## config.mk

```make
export PLATFORM = sky130hd
export DESIGN_NAME = proc_control_fsm
export DESIGN_NICKNAME = d
export VERILOG_FILES = /design/src/rtl/proc_control_fsm.sv
export SDC_FILE = /design/constraint.sdc
export NUM_CORES = 1
export LEC_CHECK = 0
export BUFFER_PORTS_ARGS = -buffer_cell sky130_fd_sc_hd__clkbuf_2
export CAP_MARGIN = 20
export CORE_ASPECT_RATIO = 1.2
export CORE_MARGIN = 8
export CORE_UTILIZATION = 39
export DETAILED_ROUTE_END_ITERATION = 10
export GPL_TIMING_DRIVEN = 0
export PLACE_DENSITY_LB_ADDON = 0.15
export RECOVER_POWER = 100
export SETUP_SLACK_MARGIN = 0.4
export SLEW_MARGIN = 20
export SYNTH_ARGS = -nofsm -noshare
export SYNTH_HDL_FRONTEND = slang
export SYNTH_SLANG_ARGS = --single-unit
export TNS_END_PERCENT = 5
```

## constraint.sdc

```tcl
create_clock -name Clock -period 1.5 [get_ports Clock]
set_input_delay 0.075 -clock Clock [delete_from_list [all_inputs] [get_ports Clock]]
set_output_delay 0.075 -clock Clock [all_outputs]
set_load 0.005 [all_outputs]
```

## src/rtl/proc_control_fsm.sv

```systemverilog
// proc_control_fsm: multi-cycle control unit for the 16-bit simple processor.
// It captures a 9-bit instruction {III,XXX,YYY} from DIN when Run is seen in T0.
// It then steps through T1..T3, and from the step and the instruction it decodes the
// one-hot bus select, the register/A/G load enables, the ALU add/sub select and Done.
// Optional feature: define CTRL_MVNZ_EN to add opcode 100 (mvnz Rx,Ry, conditional on G_nz).
// Without it, opcode 100 is undefined and is handled like every other undefined opcode.
module proc_control_fsm #(
  parameter int IR_WIDTH    = 9,
  parameter int ILLEGAL_NOP = 1
) (
  input  logic                Clock,
  input  logic                Resetn,
  input  logic                Run,
  input  logic [15:0]         DIN,
  input  logic                G_nz,
  output logic [7:0]          Rin,
  output logic                Ain,
  output logic                Gin,
  output logic                AddSub,
  output logic [9:0]          BusSel,
  output logic                Done,
  output logic [IR_WIDTH-1:0] IR,
  output logic [1:0]          Tstep
);

  // The instruction format is hard-wired to {III,XXX,YYY}; any other width is unusable.
  if (IR_WIDTH != 9) begin : g_bad_ir_width
    $error("proc_control_fsm: IR_WIDTH must be 9");
  end

  typedef enum logic [1:0] {
    T0 = 2'd0,
    T1 = 2'd1,
    T2 = 2'd2,
    T3 = 2'd3
  } state_t;

  localparam logic [2:0] OP_MV   = 3'b000;
  localparam logic [2:0] OP_MVI  = 3'b001;
  localparam logic [2:0] OP_ADD  = 3'b010;
  localparam logic [2:0] OP_SUB  = 3'b011;
  localparam logic [2:0] OP_MVNZ = 3'b100;

  // Bus select encodings: [9] DIN, [8] R0 .. [1] R7, [0] G.
  localparam logic [9:0] SEL_DIN = 10'b10_0000_0000;
  localparam logic [9:0] SEL_G   = 10'b00_0000_0001;

  state_t        r_state;
  state_t        w_next_state;
  logic [8:0]    r_ir;
  logic [2:0]    w_op;
  logic [2:0]    w_rx;
  logic [2:0]    w_ry;
  logic [7:0]    w_rin;
  logic          w_ain;
  logic          w_gin;
  logic          w_addsub;
  logic [9:0]    w_bussel;
  logic          w_done;
  logic          w_unused;

  // One-hot bus select for general register Ri (R0 sits at bit 8, R7 at bit 1).
  function automatic logic [9:0] sel_reg(input logic [2:0] idx);
    sel_reg = 10'b01_0000_0000 >> idx;
  endfunction

  // One-hot load enable for general register Ri.
  function automatic logic [7:0] rin_dec(input logic [2:0] idx);
    rin_dec = 8'h01 << idx;
  endfunction

  assign w_op = r_ir[8:6];
  assign w_rx = r_ir[5:3];
  assign w_ry = r_ir[2:0];

  // Immediate/data bits below the opcode field never reach the controller.
  // G_nz is only consumed when the mvnz instruction is built in.
  assign w_unused = ^{DIN[6:0], G_nz};

  // State register and instruction capture; reset aborts any instruction in flight.
  always_ff @(posedge Clock) begin
    if (!Resetn) begin
      r_state <= T0;
      r_ir    <= '0;
    end else begin
      r_state <= w_next_state;
      if (r_state == T0 && Run) begin
        r_ir <= DIN[15:7];
      end
    end
  end

  // Next-state and output decode from the current step and the captured instruction.
  always_comb begin
    w_next_state = r_state;
    w_rin        = '0;
    w_ain        = 1'b0;
    w_gin        = 1'b0;
    w_addsub     = 1'b0;
    w_bussel     = SEL_DIN;
    w_done       = 1'b0;

    unique case (r_state)
      T0: begin
        // Idle step: enables stay low, DIN is parked on the bus.
        if (Run) begin
          w_next_state = T1;
        end
      end

      T1: begin
        case (w_op)
          OP_MV: begin
            w_bussel     = sel_reg(w_ry);
            w_rin        = rin_dec(w_rx);
            w_done       = 1'b1;
            w_next_state = T0;
          end
          OP_MVI: begin
            // The immediate word is presented on DIN during this step.
            w_bussel     = SEL_DIN;
            w_rin        = rin_dec(w_rx);
            w_done       = 1'b1;
            w_next_state = T0;
          end
          OP_ADD, OP_SUB: begin
            w_bussel     = sel_reg(w_rx);
            w_ain        = 1'b1;
            w_next_state = T2;
          end
`ifdef CTRL_MVNZ_EN
          OP_MVNZ: begin
            // The move still completes when G is zero; only the write is suppressed.
            w_bussel     = sel_reg(w_ry);
            w_rin        = G_nz ? rin_dec(w_rx) : 8'h00;
            w_done       = 1'b1;
            w_next_state = T0;
          end
`endif
          default: begin
            // Undefined opcode: either retire as a NOP or park in T1 until reset.
            w_bussel = SEL_DIN;
            if (ILLEGAL_NOP != 0) begin
              w_done       = 1'b1;
              w_next_state = T0;
            end else begin
              w_next_state = T1;
            end
          end
        endcase
      end

      T2: begin
        // Only add/sub reach this step: second operand into the ALU, sum into G.
        w_bussel     = sel_reg(w_ry);
        w_gin        = 1'b1;
        w_addsub     = (w_op == OP_SUB);
        w_next_state = T3;
      end

      T3: begin
        // Write the ALU result held in G back to Rx.
        w_bussel     = SEL_G;
        w_rin        = rin_dec(w_rx);
        w_done       = 1'b1;
        w_next_state = T0;
      end

      default: begin
        w_next_state = T0;
      end
    endcase
  end

  assign Rin    = w_rin;
  assign Ain    = w_ain;
  assign Gin    = w_gin;
  assign AddSub = w_addsub;
  assign BusSel = w_bussel;
  assign Done   = w_done;
  assign IR     = r_ir;
  assign Tstep  = r_state;

endmodule

```

After elaboration in Yosys (flattened, before gate mapping)
Cells that the tools add are included.

Bits in registers: 11.

Shift-type cells: 3. Reductions and logical operators: 5. Equal/unequal tests: 7. Mux-type cells: 13.

Operators by type and width (number): $pmux W10 S3 (1); $pmux W10 S2 (1); $shr A9 B3 Y10 const A (2); $pmux W8 S2 (1); $mux W8 (1); $pmux W2 S4 (1); $shl A1 B3 Y8 const A (1); $eq A3 B2 Y1 const B (2); $mux W1 (5); $eq A2 B2 Y1 const B (2); $mux W2 (2); $reduce_or A2 Y1 (2); $eq A3 B1 Y1 const B (1); $logic_not A3 Y1 (1); $eq A2 B1 Y1 const B (1); $logic_not A2 Y1 (1); $ne A2 B2 Y1 const B (1); $pmux W1 S2 (1); $logic_and A1 B1 Y1 (1).

Longest topological paths before layout
Gate-level depths: netlist of run 1.

Depth in word-level cells: 4. Mapped depth: 5. Mapped depth without buffers: 3.

Worst setup path after synthesis of run 1
No wires, ideal clock.

Path kind: flip-flop to flip-flop. Start point: register r_state[0], in the netlist Tstep[0]. End point: register r_ir[0], in the netlist IR[0]. Required time: 1.384 ns. Path slack: 0.366 ns. Stages on the path, launching flop included: 6. Path buffers: 2. Arrival: 1.018 ns. Clock period less this slack: 1.134 ns. Path through: dfxtp_1 buf_6 nor3b_2 buf_6 mux2i_1 nor2b_1.

Cells in the longest elaborated chain, start to end: 2.

RTL lines: from (decl) (RTL line 48) `state_t r_state;`; from (signal assigned) (RTL line 86) `r_state <= w_next_state;`; $logic_not A2 Y1 (RTL line 87) `if (r_state == T0 && Run) begin`; $logic_and A1 B1 Y1 (RTL line 87); to (signal assigned) (RTL line 88) `r_ir <= DIN[15:7];`; to (decl) (RTL line 50) `logic [8:0] r_ir;`.

Every way passes these cells. A chain may end at the register's enable or synchronous reset.

Worst setup path after layout of run 1
Start point: register r_state[0], in the netlist Tstep[0]. End point: output BusSel[8].

Cells in the longest elaborated chain, start to end: 2.

RTL lines: $eq A2 B2 Y1 / $eq A2 B1 Y1 (equally long branches) (RTL line 103) `unique case (r_state)`; $pmux W10 S3 (*) (RTL line 103); to (decl) (RTL line 20) `output logic [9:0] BusSel,`.

Every way passes the cells marked *; elsewhere a longest branch is shown, timed or not.

==> results of run 1 <==
## stage by stage
step | std cells | instance area (sq um)
final | 150 | 1050
after global routing | 150 | 1050
after CTS | 150 | 1030
after detailed placement | 144 | 965
after global placement | 144 | 965
after floorplan | 81 | 721
## state kept, by name, summed over array words and instances (netlist names), named ones only
| register | count |
|---|---|
| IR | 9 |
| Tstep | 1 |
## cell usage after synthesis
cell type	number	share of area
a21boi_0	1	0.010
a31oi_1	1	0.0087
a32oi_2	2	0.045
and2_1	1	0.0087
and2b_1	1	0.010
and4_1	1	0.012
and4bb_2	1	0.017
buf_6	3	0.047
clkbuf_1	1	0.0052
dfxtp_1	11	0.31
inv_1	3	0.016
mux2i_1	9	0.13
nand2_1	2	0.010
nand2_2	2	0.017
nand2b_1	5	0.043
nor2_1	11	0.057
nor2_2	1	0.0087
nor2b_1	10	0.087
nor2b_4	1	0.019
nor3b_1	1	0.010
nor3b_2	1	0.017
o211ai_1	2	0.021
o21a_1	1	0.010
o22ai_1	6	0.052
o32ai_1	2	0.024
or2_2	1	0.0087
## per-layer routing
layer	track usage	routed length, microns	up-vias
li1	-	-	388
met5	0	0	-
met2	0.180	984	38
met3	0.0481	206	2
met4	0.0772	17	0
met1	0.145	929	346
## kinds of logic (layout without fill, tap and decap cells)
logic type / Yosys count / after routing / synth area share
buffers and inverters: 7 / 57 / 0.0678
DFF: 11 / 11 / 0.306
muxes: 9 / 9 / 0.125
and+or+nand+nor: 39 / 39 / 0.329
AOI/OAI and AO/OA: 15 / 15 / 0.172
## cell type report
type | instances | area (sq um) | share of cell area
inverter | 3 | 11.3 | 0.0107
timing repair buffer | 46 | 245 | 0.234
buffer | 4 | 37.5 | 0.0358
tap | 19 | 23.8 | 0.0227
sequential | 11 | 230 | 0.220
multi-input combinational | 63 | 474 | 0.452
clock buffer | 4 | 26.3 | 0.0251
## power breakdown
part           internal, uW  switching (uW)
registers               311            26.7
clock network           103            96.1
logic                  91.2            83.4
total                   505             206
## cell usage in the layout (no fill, tap or decap)
cell type	n
dfxtp_4	1
buf_2	8
dfxtp_2	5
and2b_1	1
nand2_4	1
or2_2	1
and4_1	1
nand2_2	1
dfxtp_1	5
o211ai_1	2
nor3b_1	1
a32oi_2	2
o32ai_2	2
and4bb_4	1
nor2b_4	1
and2_1	1
nand2_1	2
clkbuf_4	3
inv_1	3
clkbuf_1	2
nor3b_2	1
mux2i_1	9
o22ai_1	6
a31oi_1	1
a21boi_0	1
nor2_2	1
nor2_1	11
clkbuf_2	35
buf_4	1
o21a_1	1
nor2b_1	10
nand2b_1	5
buf_6	5
## final timing paths
path,depth (start not counted),slack [ns],endpoint,start
worst max-delay path,5,-0.07,BusSel[8],Tstep[0]
worst min-delay path,2,0.06,Tstep[0],Resetn
worst max register to register,6,0.16,IR[0],Tstep[0]
worst min register to register,2,0.56,IR[1],IR[1]
## timing repair
| item | 4_1_cts | 5_1_grt |
|---|---|---|
| endpoints found under the setup margin | 30 | 32 |
| pin swaps | 7 | 13 |
| gates cloned | 0 | 0 |
| setup buffers | 2 | 0 |
| resized for setup | 5 | 15 |
==> metrics.md, run 1 <==
| Metric | Value |
|---|---|
| Run status | finished with violations |
| Failing checks | negative setup slack |
| Achievable Freq | between 0.6 and 0.7 GHz |
| Clock sink count | 11 |
| Vias | 774 |
| Clk slew on worst S/H paths | about 0.07 ns |
| Worst-margin pin slew | ~0.36 ns |
| Final setup margin | -0.0674 ns |
| Final Core Density | 0.587 |
| Layout cells sized above 1 | 0.527 |
| Setup TNS | -0.375 ns |
| DR WL/cell | about 14 microns |
| Vias in the first global route | between 800 and 900 |
| Drt total wl | ~2.1 mm |
| Rows | 17 |
| Worst Skew | around 0.0016 ns |
| Clk_lat worst skew | between 0.2 and 0.3 ns |
| Synth warnings | 0 |
| Cell variety after synth | 26 |
| Critical path's slowest cell | a32oi_2 |
| Post-DP HPWL | roughly 1.7 mm |
| Maximum fanout along the worst path | 6 |
| Max cap viols | 0 |
| Req. time, crit path | between 1 and 1.5 ns |
| Total Power | 712 uW |
| Remaining Overflow, GRT | 0 |
| 1st-iter DRT viols | 10 |
| Total power per unit cell area | ~680 mW/mm^2 |
| Final setup fails | 8 |
| Worst Hold Class | input pin to flip-flop |
| Worst path max stage delay | approximately 0.35 ns |
| Avg Cell Area, Syn | 8.88 sq um |
| Fill cell count | 181 |
| Crit Path Class | flip-flop to primary output |
| Antenna-violating nets left | 0 |
| I/O pin total | 53 |
| Fin crit share | 1.04 |
| Tot GR Track Use | 0.123 |
| Worst IR Drop VDD | a little under 0.0005 V |
| Die height | 63.1 microns |
| Cell class contributing the biggest share of worst-path delay | compound AO/OA/AOI/OAI gates |
| Clock buffer count from CTS | 3 |
| Starting density of the core | 0.403 |
| Synthesized cell area | roughly 720 sq um |
| CTS tree | done |
| Worst EP arrival | approximately 1.5 ns |
| Die Width | ~55 microns |
| # H-tree levels | 1 |
| Relative slew slack | 0.763 |
| Initial antenna violation count | 0 |
| Layout area overhead | 45.7% |
| Clock buffer depth | 2 |
| Endpoint type of the worst setup path | primary output |
| First-pass GRT wire length | about 3.7 mm |
| Type of origin of the critical path | flip-flop |
| Max-slew violations | 0 |
| Final Critical Period | ~1.6 ns |
| Worst-path cell chain | buf_6, and2b_1, a32oi_2, o32ai_2, clkbuf_2 |
| Count of final hold-check violations | 0 |
| Syn Inst Count | just over 80 |
| Pleak | roughly 0.00049 uW |
| Core area | roughly 0.0018 sq mm |
| Clock root cell | clkbuf_4 |
| Nets | around 150 |
| Hold Buf Count CTS | 0 |
| PortBufs | 44 |
| RSZ-0062 raised after global routing | yes |
| CP Buf/Inv Count | 2 |
| Diode count | 0 |
| Syn nets | a little over 100 |
| Seq/Total Area, Yosys | 0.306 |
| RePlAce Congestion | 0.869 |
| #FFs+latches synth | 11 |
| Pre-antenna DRT Iters | 4 |
| Worst hold margin | approximately 0.055 ns |
| Post-placement worst setup slack | around 0.19 ns |
| DR vias/cell | 5.16 |
| Largest net degree at the start of global routing | 11 |
| Die area | 0.00348 sq mm |
| Drc violations | 0 |
No activity file was read; power rests on OpenSTA's default activity.
==> run 2: changes to the inputs <==
Settings changed: BUFFER_PORTS_ARGS -buffer_cell sky130_fd_sc_hd__clkbuf_2 to default, CORE_AREA from default to 8 8 45 47, CORE_ASPECT_RATIO 1.2 to default, CORE_MARGIN 8 to default, CORE_UTILIZATION 39 to default, DIE_AREA from default to 0 0 53 55, DONT_BUFFER_PORTS from default to 1, GPL_ROUTABILITY_DRIVEN from default to 0, SETUP_SLACK_MARGIN 0.4 to 0.1.
==> metrics.md, run 2 (synthesis results as in run 1) <==
| Metric | Value |
|---|---|
| Die area | 0.00292 sq mm (-16%) |
| Fin crit share | 0.998 (-0.0466) |
| Final Critical Period | 1.50 ns (-0.0699 ns) |
| DR vias/cell | 5.97 (+16%) |
| PortBufs | 0 (-100%) |
| Critical path's slowest cell | and4bb_4 |
| Total power per unit cell area | 740 mW/mm^2 (+9.0%) |
| Cell class contributing the biggest share of worst-path delay | simple AND/OR/NAND/NOR gates |
| Combinational share of power | 0.234 (-0.011) |
| Type of origin of the critical path | flip-flop |
| I/O pin total | 53 (unchanged) |
| Vias in the first global route | 711 (-13%) |
| Int Pwr | 504 uW (-0.26%) |
| Achievable Freq | 0.668 GHz (+4.7%) |
| Max-slew violations | 0 (unchanged) |
| Clk pwr share | 0.294 (+0.014) |
| Core area | 0.00138 sq mm (-23%) |
| Clock buffer depth | 2 (unchanged) |
| Die height | 55 microns (-13%) |
| Layout cells sized above 1 | 0.310 (-0.217) |
| Pre-antenna DRT Iters | 4 (unchanged) |
| # H-tree levels | 1 (unchanged) |
| Worst-margin pin slew | 0.366 ns (+0.0100 ns) |
| Clock sink count | 11 (unchanged) |
| Drt total wl | 2.25 mm (+5.2%) |
| RSZ-0062 raised after global routing | yes |
| Clk_lat worst skew | 0.28 ns (+0.02 ns) |
| Relative slew slack | 0.755 (-0.00774) |
| Clk slew on worst S/H paths | 0.07 ns (about the same) |
| Antenna-violating nets left | 0 (unchanged) |
| Commonest cells after routing, fill and taps aside | 11 x nor2_1, 11 x dlygate4sd3_1, 10 x nor2b_1 |
| Worst-path cell chain | buf_6, and4bb_4, nand2_2, o22ai_1 |
| Final setup margin | 0.00249 ns (+0.0699 ns) |
| Crit Path Class | flip-flop to primary output |
| Final setup fails | 0 (-8) |
| Starting density of the core | 0.520 (+0.117) |
| CTS tree | done |
| Max reg flops | 9 (unchanged) |
| Rows | 14 (-3) |
| Post-placement worst setup slack | 0.214 ns (+0.0241 ns) |
| Pleak | 0.000343 uW (-31%) |
| Vias | 693 (-10%) |
| Max cap viols | 0 (unchanged) |
| Initial antenna violation count | 0 (unchanged) |
| Tot GR Track Use | 0.161 (+0.0380) |
| Req. time, crit path | 1.42 ns (about the same) |
| Largest net degree at the start of global routing | 11 (unchanged) |
| Drc violations | 0 (unchanged) |
| Maximum fanout along the worst path | 5 (-1) |
| Post-DP HPWL | 1.54 mm (-8.7%) |
| Die Width | 53 microns (-4.0%) |
| 1st-iter DRT viols | 6 (-4) |
| Worst path max stage delay | 0.37 ns (+0.02 ns) |
| Count of final hold-check violations | 0 (unchanged) |
| Diode count | 0 (unchanged) |
| Post-DP Area | 739 sq um (-23%) |
| Setup TNS | 0 ns (+0.375 ns) |
| DR WL/cell | 19.4 microns (+36%) |
| Worst IR Drop VDD | 0.000611 V (+23%) |
| Final Core Density | 0.713 (+0.127) |
| Switch share | 0.310 (+0.0198) |
| Worst EP arrival | 1.42 ns (-0.07 ns) |
| Worst Hold Class | input pin to flip-flop |
| CP Buf/Inv Count | 1 (-1) |
| Worst Skew | 0.00209 ns (+0.000468 ns) |
| Seq pwr share | 0.471 (-0.004) |
| Endpoint type of the worst setup path | primary output |
| Clock root cell | clkbuf_4 |
| Net Switching | 226 uW (+9.6%) |
| Run status | completed |
| Nets | 121 (-20%) |
| Clock buffer count from CTS | 3 (unchanged) |
| Remaining Overflow, GRT | 0 (unchanged) |
| Layout area overhead | 37.2% |
| Fin area | 987 sq um (-5.8%) |
| First-pass GRT wire length | 3.50 mm (-4.9%) |
## run 2: cell types whose count changed in the layout (fill, tap and decap cells not counted), moves of 4 or more
cell           before  now
clkbuf_2           35    0
dlygate4sd3_1       0   11
buf_2               8    0
o22ai_1             6    2
o22ai_2             0    4
## run 2: layer usage
layer	track usage	wire length [microns]	vias up
met1	0.160	818	320
li1	-	-	325
met5	0	0	-
met3	0.0775	341	6
met2	0.289	1060	42
met4	0.0517	36	0
## run 2: power groups by stage
stage	clock (uW)	sequential [uW]	combinational [uW]
2_1_floorplan	0	339	103
3_3_place_gp	0	347	117
4_1_cts	214	345	170
5_1_grt	226	350	187
6_report	215	344	171
3_5_place_dp	0	348	122
## run 2: repair_timing
action / CTS / global route
resized for setup: 16 / 2
endpoints found under the setup margin: 8 / 25
setup buffers: 4 / 0
hold buffers: 11 / 0
gates cloned: 0 / 0
pin swaps: 4 / 15
hold endpoints to repair: 10 / 0
## run 2: final timing paths
kind / startpoint / end / slack (ns) / cells past startpoint
setup / recovery: flip-flop / BusSel[2] / 0.002 / 4
hold / removal: Resetn / flip-flop / 0.16 / 2
setup reg to reg: flip-flop / IR[1] / 0.08 / 6
hold reg to reg: Tstep[0] / Tstep[0] / 0.57 / 2
## run 2: metrics by stage
stage               std cells  power (uW)  hold WS [ns]
global route              116         763         0.199
floorplan                  81         442         0.240
CTS                       116         729         0.169
detailed placement         97         469         0.245
global placement           97         464         0.244
finish                    116         730         0.156
## run 2: layout make-up
cell class | count | area [sq um]
multi-input combinational | 63 | 529
tap | 16 | 20.0
inverter | 3 | 11.3
fill | 113 | 397
timing repair buffer | 15 | 140
clock buffer | 4 | 26.3
buffer | 4 | 33.8
sequential | 11 | 226
## run 2: worst register-to-register path, delay by kind of cell, from the launching register on
family        cells  cell delay [ns]
buf+inv           3             0.53
flops             1             0.33
mux               1             0.22
simple gates      2             0.23
